`config.mk`:
```
export PLATFORM = sky130hd
export DESIGN_NAME = thread_register_file
export DESIGN_NICKNAME = d
export VERILOG_FILES = /design/src/rtl/thread_register_file.sv
export SDC_FILE = /design/constraint.sdc
export NUM_CORES = 1
export LEC_CHECK = 0
export ABC_AREA = 1
export CORE_ASPECT_RATIO = 0.6
export CORE_UTILIZATION = 45
export DETAILED_ROUTE_END_ITERATION = 8
export PLACE_DENSITY = 0.72
export SETUP_SLACK_MARGIN = 0.3
export SYNTH_ARGS = -nofsm -noshare
export SYNTH_HDL_FRONTEND = slang
export SYNTH_SLANG_ARGS = --single-unit
```
`constraint.sdc`:
```
create_clock -name clk -period 3.8 [get_ports clk]
set_input_delay 0.57 -clock clk [delete_from_list [all_inputs] [get_ports clk]]
set_output_delay 0.57 -clock clk [all_outputs]
set_load 0.02 [all_outputs]
```
`src/rtl/thread_register_file.sv`:
```
// thread_register_file
// Per-thread register file for one ALU/LSU lane: 16 registers of DATA_BITS.
//   R0-R12  general purpose
//   R13     blockIdx  (tracks block_id on every enabled edge)
//   R14     blockDim  (constant THREADS_PER_BLOCK)
//   R15     threadIdx (constant THREAD_ID)
// Operands rs/rt are captured in REQUEST; writeback happens in UPDATE.
// Optional build macro REGFILE_ZERO_R0_EN hardwires R0 to zero.
module thread_register_file #(
    parameter int THREADS_PER_BLOCK = 4,
    parameter int THREAD_ID         = 0,
    parameter int DATA_BITS         = 8
) (
    input  logic                 clk,
    input  logic                 reset,
    input  logic                 enable,
    input  logic [7:0]           block_id,
    input  logic [2:0]           core_state,
    input  logic [3:0]           decoded_rd_address,
    input  logic [3:0]           decoded_rs_address,
    input  logic [3:0]           decoded_rt_address,
    input  logic                 decoded_reg_write_enable,
    input  logic [1:0]           decoded_reg_input_mux,
    input  logic [DATA_BITS-1:0] decoded_immediate,
    input  logic [DATA_BITS-1:0] alu_out,
    input  logic [DATA_BITS-1:0] lsu_out,
    output logic [DATA_BITS-1:0] rs,
    output logic [DATA_BITS-1:0] rt
);

    typedef enum logic [2:0] {
        ST_IDLE    = 3'b000,
        ST_FETCH   = 3'b001,
        ST_DECODE  = 3'b010,
        ST_REQUEST = 3'b011,
        ST_WAIT    = 3'b100,
        ST_EXECUTE = 3'b101,
        ST_UPDATE  = 3'b110,
        ST_DONE    = 3'b111
    } core_state_t;

    typedef enum logic [1:0] {
        SRC_ALU  = 2'b00,
        SRC_LSU  = 2'b01,
        SRC_IMM  = 2'b10,
        SRC_NONE = 2'b11
    } wb_src_t;

    // Number of writable registers (R0-R12) and the first one that has storage.
    localparam int NUM_GP = 13;
`ifdef REGFILE_ZERO_R0_EN
    localparam int FIRST_GP = 1;
`else
    localparam int FIRST_GP = 0;
`endif

    localparam logic [3:0]           ADDR_BLOCK_IDX  = 4'd13;
    localparam logic [3:0]           ADDR_BLOCK_DIM  = 4'd14;
    localparam logic [3:0]           ADDR_THREAD_IDX = 4'd15;
    localparam logic [DATA_BITS-1:0] BLOCK_DIM_VAL   = DATA_BITS'(THREADS_PER_BLOCK);
    localparam logic [DATA_BITS-1:0] THREAD_IDX_VAL  = DATA_BITS'(THREAD_ID);

    core_state_t state;
    wb_src_t     wb_src;

    logic [DATA_BITS-1:0] gp_regs [FIRST_GP:NUM_GP-1];
    logic [DATA_BITS-1:0] block_idx_q;

    logic                 do_read;
    logic                 do_write;
    logic [DATA_BITS-1:0] wr_data;
    logic [DATA_BITS-1:0] rs_next;
    logic [DATA_BITS-1:0] rt_next;

    assign state  = core_state_t'(core_state);
    assign wb_src = wb_src_t'(decoded_reg_input_mux);

    // Architectural view of any register address, including the read-only ones.
    function automatic logic [DATA_BITS-1:0] read_reg(input logic [3:0] addr);
        logic [DATA_BITS-1:0] value;
        value = '0;
        if (addr == ADDR_BLOCK_IDX) begin
            value = block_idx_q;
        end else if (addr == ADDR_BLOCK_DIM) begin
            value = BLOCK_DIM_VAL;
        end else if (addr == ADDR_THREAD_IDX) begin
            value = THREAD_IDX_VAL;
        end else begin
            // Addresses without storage (R0 when hardwired) fall through as zero.
            for (int i = FIRST_GP; i < NUM_GP; i++) begin
                if (addr == 4'(i)) begin
                    value = gp_regs[i];
                end
            end
        end
        return value;
    endfunction

    // Decode read/write qualifiers and select the writeback source.
    always_comb begin
        // NOTE: every output of this block gets a default first so no path
        // through the case leaves it unassigned, which would infer a latch.
        wr_data  = alu_out;
        do_read  = enable && (state == ST_REQUEST);
        do_write = enable && (state == ST_UPDATE) && decoded_reg_write_enable
                   && (decoded_rd_address < ADDR_BLOCK_IDX) && (wb_src != SRC_NONE);
`ifdef REGFILE_ZERO_R0_EN
        if (decoded_rd_address == 4'd0) begin
            do_write = 1'b0;
        end
`endif
        case (wb_src)
            SRC_ALU:  wr_data = alu_out;
            SRC_LSU:  wr_data = lsu_out;
            SRC_IMM:  wr_data = decoded_immediate;
            default:  wr_data = alu_out;
        endcase
        rs_next = read_reg(decoded_rs_address);
        rt_next = read_reg(decoded_rt_address);
    end

    // Capture operands in REQUEST; hold them in every other state.
    always_ff @(posedge clk or posedge reset) begin
        // NOTE: state registers use non-blocking assignment so every flop
        // samples the pre-edge values regardless of statement order.
        if (reset) begin
            rs <= '0;
            rt <= '0;
        end else if (do_read) begin
            rs <= rs_next;
            rt <= rt_next;
        end
    end

    // R13 follows block_id on every enabled edge.
    always_ff @(posedge clk or posedge reset) begin
        if (reset) begin
            block_idx_q <= '0;
        end else if (enable) begin
            block_idx_q <= DATA_BITS'(block_id);
        end
    end

    // Writeback into the general-purpose registers during UPDATE.
    always_ff @(posedge clk or posedge reset) begin
        if (reset) begin
            // NOTE: the array is small and the lane must come out of reset with
            // all registers zero, so every entry is reset explicitly; this keeps
            // it in flops rather than an unresettable RAM macro.
            for (int i = FIRST_GP; i < NUM_GP; i++) begin
                gp_regs[i] <= '0;
            end
        end else if (do_write) begin
            for (int i = FIRST_GP; i < NUM_GP; i++) begin
                if (decoded_rd_address == 4'(i)) begin
                    gp_regs[i] <= wr_data;
                end
            end
        end
    end

endmodule

```
-- Word level (Yosys, flattened, before mapping)
Index checks and enable logic that the tools add are counted.
- register bits after elaboration: 128
- bits of input ports: 53
- output and inout port bits: 16
- word-level logic and storage cells: 118
- order comparisons: 1
- equal/unequal tests: 47
- multiplexer cells: 33
- reductions and logical operators: 21
- operator list (operator ; count):
    8-bit two-way mux ; 32
    4-bit equality test (second input constant) ; 21
    4-bit by 3-bit equality test with 1-bit output (second input constant) ; 12
    2-bit AND reduction ; 13
    4-bit by 2-bit equality test with 1-bit output (second input constant) ; 6
    8-bit case mux with 2 select lines ; 1
    4-bit by 1-bit equality test with 1-bit output (second input constant) ; 3
    4-bit logical NOT ; 3
    1-bit logical AND ; 5
    4-bit < comparator (second input constant) ; 1
    3-bit by 2-bit equality test with 1-bit output (second input constant) ; 1
    3-bit equality test (second input constant) ; 1
    2-bit by 1-bit equality test with 1-bit output (second input constant) ; 1
    2-bit equality test (second input constant) ; 1
    2-bit inequality test (second input constant) ; 1

-- Longest topological paths before layout
Gate-level depths: netlist of run 1.
- word-level depth: 17
- gate-level depth with buffers: 14
- mapped depth without buffers: 14

-- Worst setup path after synthesis of run 1
No wires, ideal clock.
- path type: in2reg
- from: input port decoded_reg_input_mux[0]
- to: register gp_regs[58] (netlist bit)
- library setup time: 136 ps
- arrival time: 1971 ps
- slack: 1693 ps
- cell stages on the path: 6
- path buffers: 2
- path through: inv_1 -> ha_1 -> clkbuf_1 -> mux2i_1 -> clkbuf_1 -> o21ai_0
- longest elaborated chain between the ends: 3
- ends and longest elaborated chain (item ; line ; RTL):
    from (decl) ; 23 ; input logic [1:0] decoded_reg_input_mux,
    2-bit inequality test ; 106 ; && (decoded_rd_address < ADDR_BLOCK_IDX) && (wb_src != SRC_NONE);
    1-bit logical AND ; 106 ;
    2-bit AND reduction (no line) ; - ;
    to (signal, indexed assignment) ; 156 ; gp_regs[i] <= wr_data;
    to (decl) ; 66 ; logic [DATA_BITS-1:0] gp_regs [FIRST_GP:NUM_GP-1];
Parallel ways exist; a longest one is shown, timed or not.
A chain may end at the register's enable or synchronous reset.

-- Final worst setup path of run 1
- from: input port enable
- to: register gp_regs[45] (netlist bit)
- longest elaborated chain between the ends: 5
- ends and longest elaborated chain (item ; line ; RTL):
    from (decl) ; 16 ; input logic enable,
    1-bit logical AND (2 in series) ; 105 ; do_write = enable && (state == ST_UPDATE) && decoded_reg_write_enable
    1-bit logical AND (2 in series) ; 106 ;
    2-bit AND reduction (no line) ; - ;
Every way passes these cells.

==> results of run 1 <==
-- worst reg2reg max path: stages, from the launching register on --
cell and delay, ns:
dfrtp_1 0.42, nand3_1 0.10, nand2_1 0.05, nor2_1 0.21, nand4_1 0.15, nor2_1 0.14
nand4_1 0.09, nand2_1 0.07, nand2_1 0.08, nand2_1 0.09, a21oi_1 0.07
-- cell families after synthesis --
family | share of synthesized area [%]
and+or+nand+nor | 30.8
AOI/OAI and AO/OA | 13.3
buffers and inverters | 9.13
DFF | 45.0
muxes | 1.28
adders and majority gates | 0.527
-- routing by layer --
layer	track usage, %	vias to the layer above	share of wire [%]
met5	0	-	0
met4	5.72	0	0.95
met3	11.6	27	14
met2	38.1	426	37
met1	48.9	3284	48
li1	-	3321	-
-- state kept, by name, indices dropped and copies added (netlist names) --
| register | flops |
|---|---|
| block_idx_q | 8 |
| gp_regs | 104 |
| rs | 8 |
| rt | 8 |
-- worst paths after layout --
check | from | endpoint | slack, ns | cells after the start
setup / recovery | enable | gp_regs[45] | 1.15 | 7
hold / removal | gp_regs[43] | gp_regs[43] | 0.49 | 2
setup reg to reg | gp_regs[95] | rt[7] | 2.22 | 10
hold reg to reg | gp_regs[43] | gp_regs[43] | 0.49 | 2
max in group asynchronous | reset | gp_regs[25] | 2.57 | 3
min in group asynchronous | reset | gp_regs[68] | 0.70 | 3
-- power by group --
group / switching (mW) / internal (mW) / total, mW
Sequential: 0.0544 / 1.44 / 1.49
Clock: 0.723 / 0.935 / 1.66
Combinational: 0.323 / 0.201 / 0.524
-- cells in the mapped netlist --
| cell | n |
|---|---|
| or2_2 | 11 |
| o21ai_1 | 65 |
| dfrtp_1 | 128 |
| nand4_2 | 1 |
| nor2_2 | 1 |
| nor3_1 | 2 |
| mux2_2 | 1 |
| mux2i_1 | 8 |
| a22o_1 | 8 |
| nand3_1 | 39 |
| buf_4 | 1 |
| inv_2 | 2 |
| buf_2 | 7 |
| a21oi_1 | 22 |
| nand2_2 | 6 |
| o211ai_1 | 1 |
| o221ai_1 | 1 |
| nand2_1 | 328 |
| buf_6 | 3 |
| nand3_2 | 3 |
| nor3_4 | 4 |
| o21ai_0 | 73 |
| nand4_1 | 36 |
| inv_1 | 128 |
| o21ai_2 | 7 |
| ha_1 | 3 |
| nor3_2 | 1 |
| nor2_1 | 80 |
| clkbuf_1 | 21 |
| clkinv_1 | 2 |
-- metrics by stage --
step | instance area, um^2 | power [mW] | std cells | hold WS [ns] | setup slack (ns)
after floorplan | 7130 | 1.77 | 993 | 0.453 | 1.65
after global placement | 8040 | 2.03 | 1248 | 0.466 | 0.868
final | 8640 | 3.67 | 1280 | 0.494 | 1.15
after detailed placement | 8040 | 2.03 | 1248 | 0.476 | 0.772
after global routing | 8640 | 3.81 | 1280 | 0.518 | 0.947
after CTS | 8640 | 3.67 | 1280 | 0.495 | 1.20
-- cell type report --
class | count | area share, %
Multi-Input combinational cell | 701 | 37.9
Sequential cell | 128 | 37.1
Timing Repair Buffer | 84 | 9.42
Inverter | 132 | 5.78
Clock buffer | 17 | 4.93
Tap cell | 203 | 2.94
Clock inverter | 15 | 1.94
==> results.tsv, run 1 <==
metric	value	unit
ys_types	30	
yosys.area.top_type_share	45.0	%
drc	0	
finalHoldViolCount	0	
seq_area_frac_synth	45.0	%
gp_congestion	0.954	
fin_crit	2.65	ns
chipWidth	164	um
timing.slew.headroom	49.8	%
dp_hpwl	17500	um
via_per_inst	5.51	
antenna_cells	0	
regArea	3200	um^2
power_leakage	3.96	nW
yosysWarnings	0	
syn_area_per_cell	7.17	um^2
grt_util_all_layers	30.6	%
netlist_area	7120	um^2
post_drt_wl_per_cell	18.4	um
numCtsBuffers	17	
worst_pin_slew	0.751	ns
slowest_stage	clkdlybuf4s50_1	
drtIter0Drc	1049	
cts.htree.levels	4	
drive_gt1_share	8.08	%
slew_viol_final	0	
slowest_delay	0.75	ns
clock_sinks	128	
coreArea	15400	um^2
status	finished, final reports clean	
design.portCount	69	
die-area	16400	um^2
fin_crit_sh	69.7	%
cp_cell_sequence	clkdlybuf4s50_1, nand2_1, clkinv_1, nand4_2, nor3_4, nand4_1, o21ai_0	
setup_viol	0	
drt_pass1_iterations	6	
routed_wl	23600	um
fin_skew	0.0116	ns
cts-resized-gates	0	
power.density	425	nW/um^2
rows	35	
cp.arrival	2.97	ns
nNetsFinal	1120	
grt_max_degree	129	
end_kind	register	
mostFrequentLayoutCells	nand2_1 (328), dfrtp_1 (128), inv_1 (127)	
post_cts_buffers	0	
final_antenna_net_count	0	
setup-tns-final	0	ns
maxCapViolCount	0	
fill_cells	1423	
cts_tree	built	
final_common_cell	nand2_1	
rsz0062_at_grt	no	
path_clk_slew	0.07	ns
fmax	378	MHz
grt_pass1_vias	6172	
grt_pass1_wl	36200	um
syn2layout_area_growth	21.3	%
syn_inst	993	
antenna_found_initial	0	
crit_family	simple AND/OR/NAND/NOR gates	
synth-seq-cells	128	
cp.required	4.12	ns
holdBufCountCts	0	
crit_path_max_fanout	16	
syn-num-nets	1049	
root_buffer	clkbuf_16	
ir_drop	0.270	mV
fin_util	56.0	%
path_class	in2reg	
min_path_type	reg2reg	
clk_latency	0.42	ns
synthTopCellsByArea	dfrtp_1 (45%), nand2_1 (17%), inv_1 (6.7%)	
io_buffers	68	
clk_path_buf_depth	2	
vias	7058	
start_kind	input port	
multiInputGateArea	3270	um^2
grt-ovfl-total	0	
start_util	46.2	%
synth_top_area_cell	dfrtp_1	
crit_buf_inv	2	
die_y	99.5	um
Note: power is estimated with default switching activity, not from simulation.
==> run 2: changes to the inputs <==
==> constraint.sdc (replaced) <==
create_clock -name clk -period 2.2 [get_ports clk]
set_input_delay 0.33 -clock clk [delete_from_list [all_inputs] [get_ports clk]]
set_output_delay 0.33 -clock clk [all_outputs]
set_load 0.02 [all_outputs]
==> run 2 against run 1 <==
Compared with the run above: register-to-register slack got worse by 1.7 ns; worst setup slack got worse by 0.79 ns; combinational power increased by 100%; critical path depth increased by 4; sequential share of layout area decreased by 3.9 points; cell area increased by 12%; non-clock buffer count increased by 78; critical endpoint is now gp_regs[4].
==> results.tsv, run 2 (same netlist as run 1, synthesis figures left out) <==
metric	value	unit
status	finished, final reports clean	
worst_pin_slew	0.503	ns
rr_worst_depth	12	
gp_congestion	1.09	
start_util	46.2	%
antenna_found_initial	0	
nNetsFinal	1199	
dp_hpwl	18900	um
power.density	688	nW/um^2
grt_util_all_layers	32.1	%
timing.rr.start	gp_regs[90]	
fin_crit	1.83	ns
regMostFlops	gp_regs	
cts_tree	built	
design.portCount	69	
clock_sinks	128	
grt_pass1_vias	6714	
grt-ovfl-total	0	
grt_pass1_wl	38400	um
routed_wl	25500	um
instances_no_fill	1359	
slowest_stage	clkdlybuf4s50_1	
crit_buf_inv	4	
maxCapViolCount	0	
dp_cells	1322	
drt_pass1_iterations	5	
syn2layout_area_growth	35.5	%
slew_viol_final	0	
vias	7473	
cp.arrival	2.13	ns
rsz0062_at_grt	yes	
power_leakage	4.53	nW
setup_ws	0.365	ns
post_drt_wl_per_cell	18.7	um
ir_drop	0.424	mV
cts.htree.levels	4	
clk_latency	0.43	ns
path_class	in2reg	
drive_gt1_share	17.9	%
start_kind	input port	
numCtsBuffers	17	
drc	0	
regArea	3200	um^2
slowest_delay	0.47	ns
chipWidth	164	um
crit_path_max_fanout	8	
largest_reg_flops	104	
fill_cells	1373	
finalHoldViolCount	0	
final_common_cell	nand2_1	
dp_slack	-0.184	ns
antenna_cells	0	
drtIter0Drc	792	
path_clk_slew	0.07	ns
end_kind	register	
r2r-end	rt[2]	
die_y	99.5	um
mostFrequentLayoutCells	nand2_1 (319), dfrtp_1 (128), inv_1 (121)	
grt_max_degree	49	
timing.slew.headroom	66.4	%
multiInputGateArea	3440	um^2
cp.required	2.50	ns
via_per_inst	5.50	
fmax	545	MHz
final_antenna_net_count	0	
fin_crit_sh	83.4	%
root_buffer	clkbuf_16	
worst-path-stages	11	
setup_viol	0	
cp_cell_sequence	clkdlybuf4s50_1, nand2_2, inv_2, nand4_4, nor3_4, inv_2, nor3_4, buf_6, nand3_4, nand2_1, o21ai_1	
r2r_slack	0.55	ns
crit_family	simple AND/OR/NAND/NOR gates	
clk_path_buf_depth	2	
holdBufCountCts	0	
die-area	16400	um^2
min_path_type	in2async	
io_buffers	68	
rows	35	
coreArea	15400	um^2
fin_skew	0.0111	ns
run 2: changes by cell type in the layout (fill, tap and decap cells not counted), sizes merged, moves of 2 or more:
cell	before	now
buf	16	93
clkdlybuf4s50	68	58
dlymetal6s2s	0	9
inv	138	132
bufinv	1	3
clkinvlp	3	5
run 2: how the worst max path moves through the flow:
stage	from	endpoint	slack, ns
finish	core_state[1]	gp_regs[4]	0.37
global route	decoded_rs_address[3]	rs[7]	0.26
CTS	decoded_rt_address[3]	rt[6]	0.30
detailed placement	decoded_rs_address[3]	rs[3]	-0.18
global placement	decoded_rs_address[3]	rs[3]	-0.16
floorplan	reset	block_idx_q[0]	0.29
run 2: worst register-to-register path: cells and delay by family, from the launching register on:
family,cells,cell delay [ns]
AND/OR/NAND/NOR,12,1.11
flip-flops,1,0.45
run 2: metrics by stage:
stage               hold slack [ns]  power [mW]  utilization, %  instance area, um^2  TNS, ns
floorplan                     0.437        3.05               -                 7130        0
global placement              0.466        3.61            57.1                 8800    -2.41
detailed placement            0.472        3.63            57.1                 8800    -4.23
CTS                           0.297        6.62            61.2                 9430        0
global route                  0.316        6.86            62.6                 9650        0
finish                        0.286        6.64            62.6                 9650        0
run 2: report_power, final:
part	internal, mW	switching [mW]	total, mW
clock	1.83	1.16	2.99
sequential	2.48	0.0977	2.58
combinational	0.452	0.612	1.06
run 2: metal layers:
metal	up-vias	part of all wire [%]	GRT usage, %
met1	3475	46	49.8
li1	3483	-	-
met2	487	38	40.7
met3	28	15	13.1
met5	-	0	0
met4	0	1.1	6.35
run 2: what timing repair did:
| item | in CTS | in global routing |
|---|---|---|
| pin swaps | 0 | 7 |
| endpoints found under the setup margin | 7 | 51 |
| buffers inserted | 0 | 3 |
| gates cloned | 0 | 2 |
| resized for setup | 5 | 60 |
run 2: area by class of cell:
class                   count  area share [%]
flip-flops and latches    128            33.2
multi-input cells         702            35.7
well taps                 203            2.63
clock inverters            14            1.88
clock buffers              18            4.55
repair buffers            162            16.9
inverters                 132            5.21
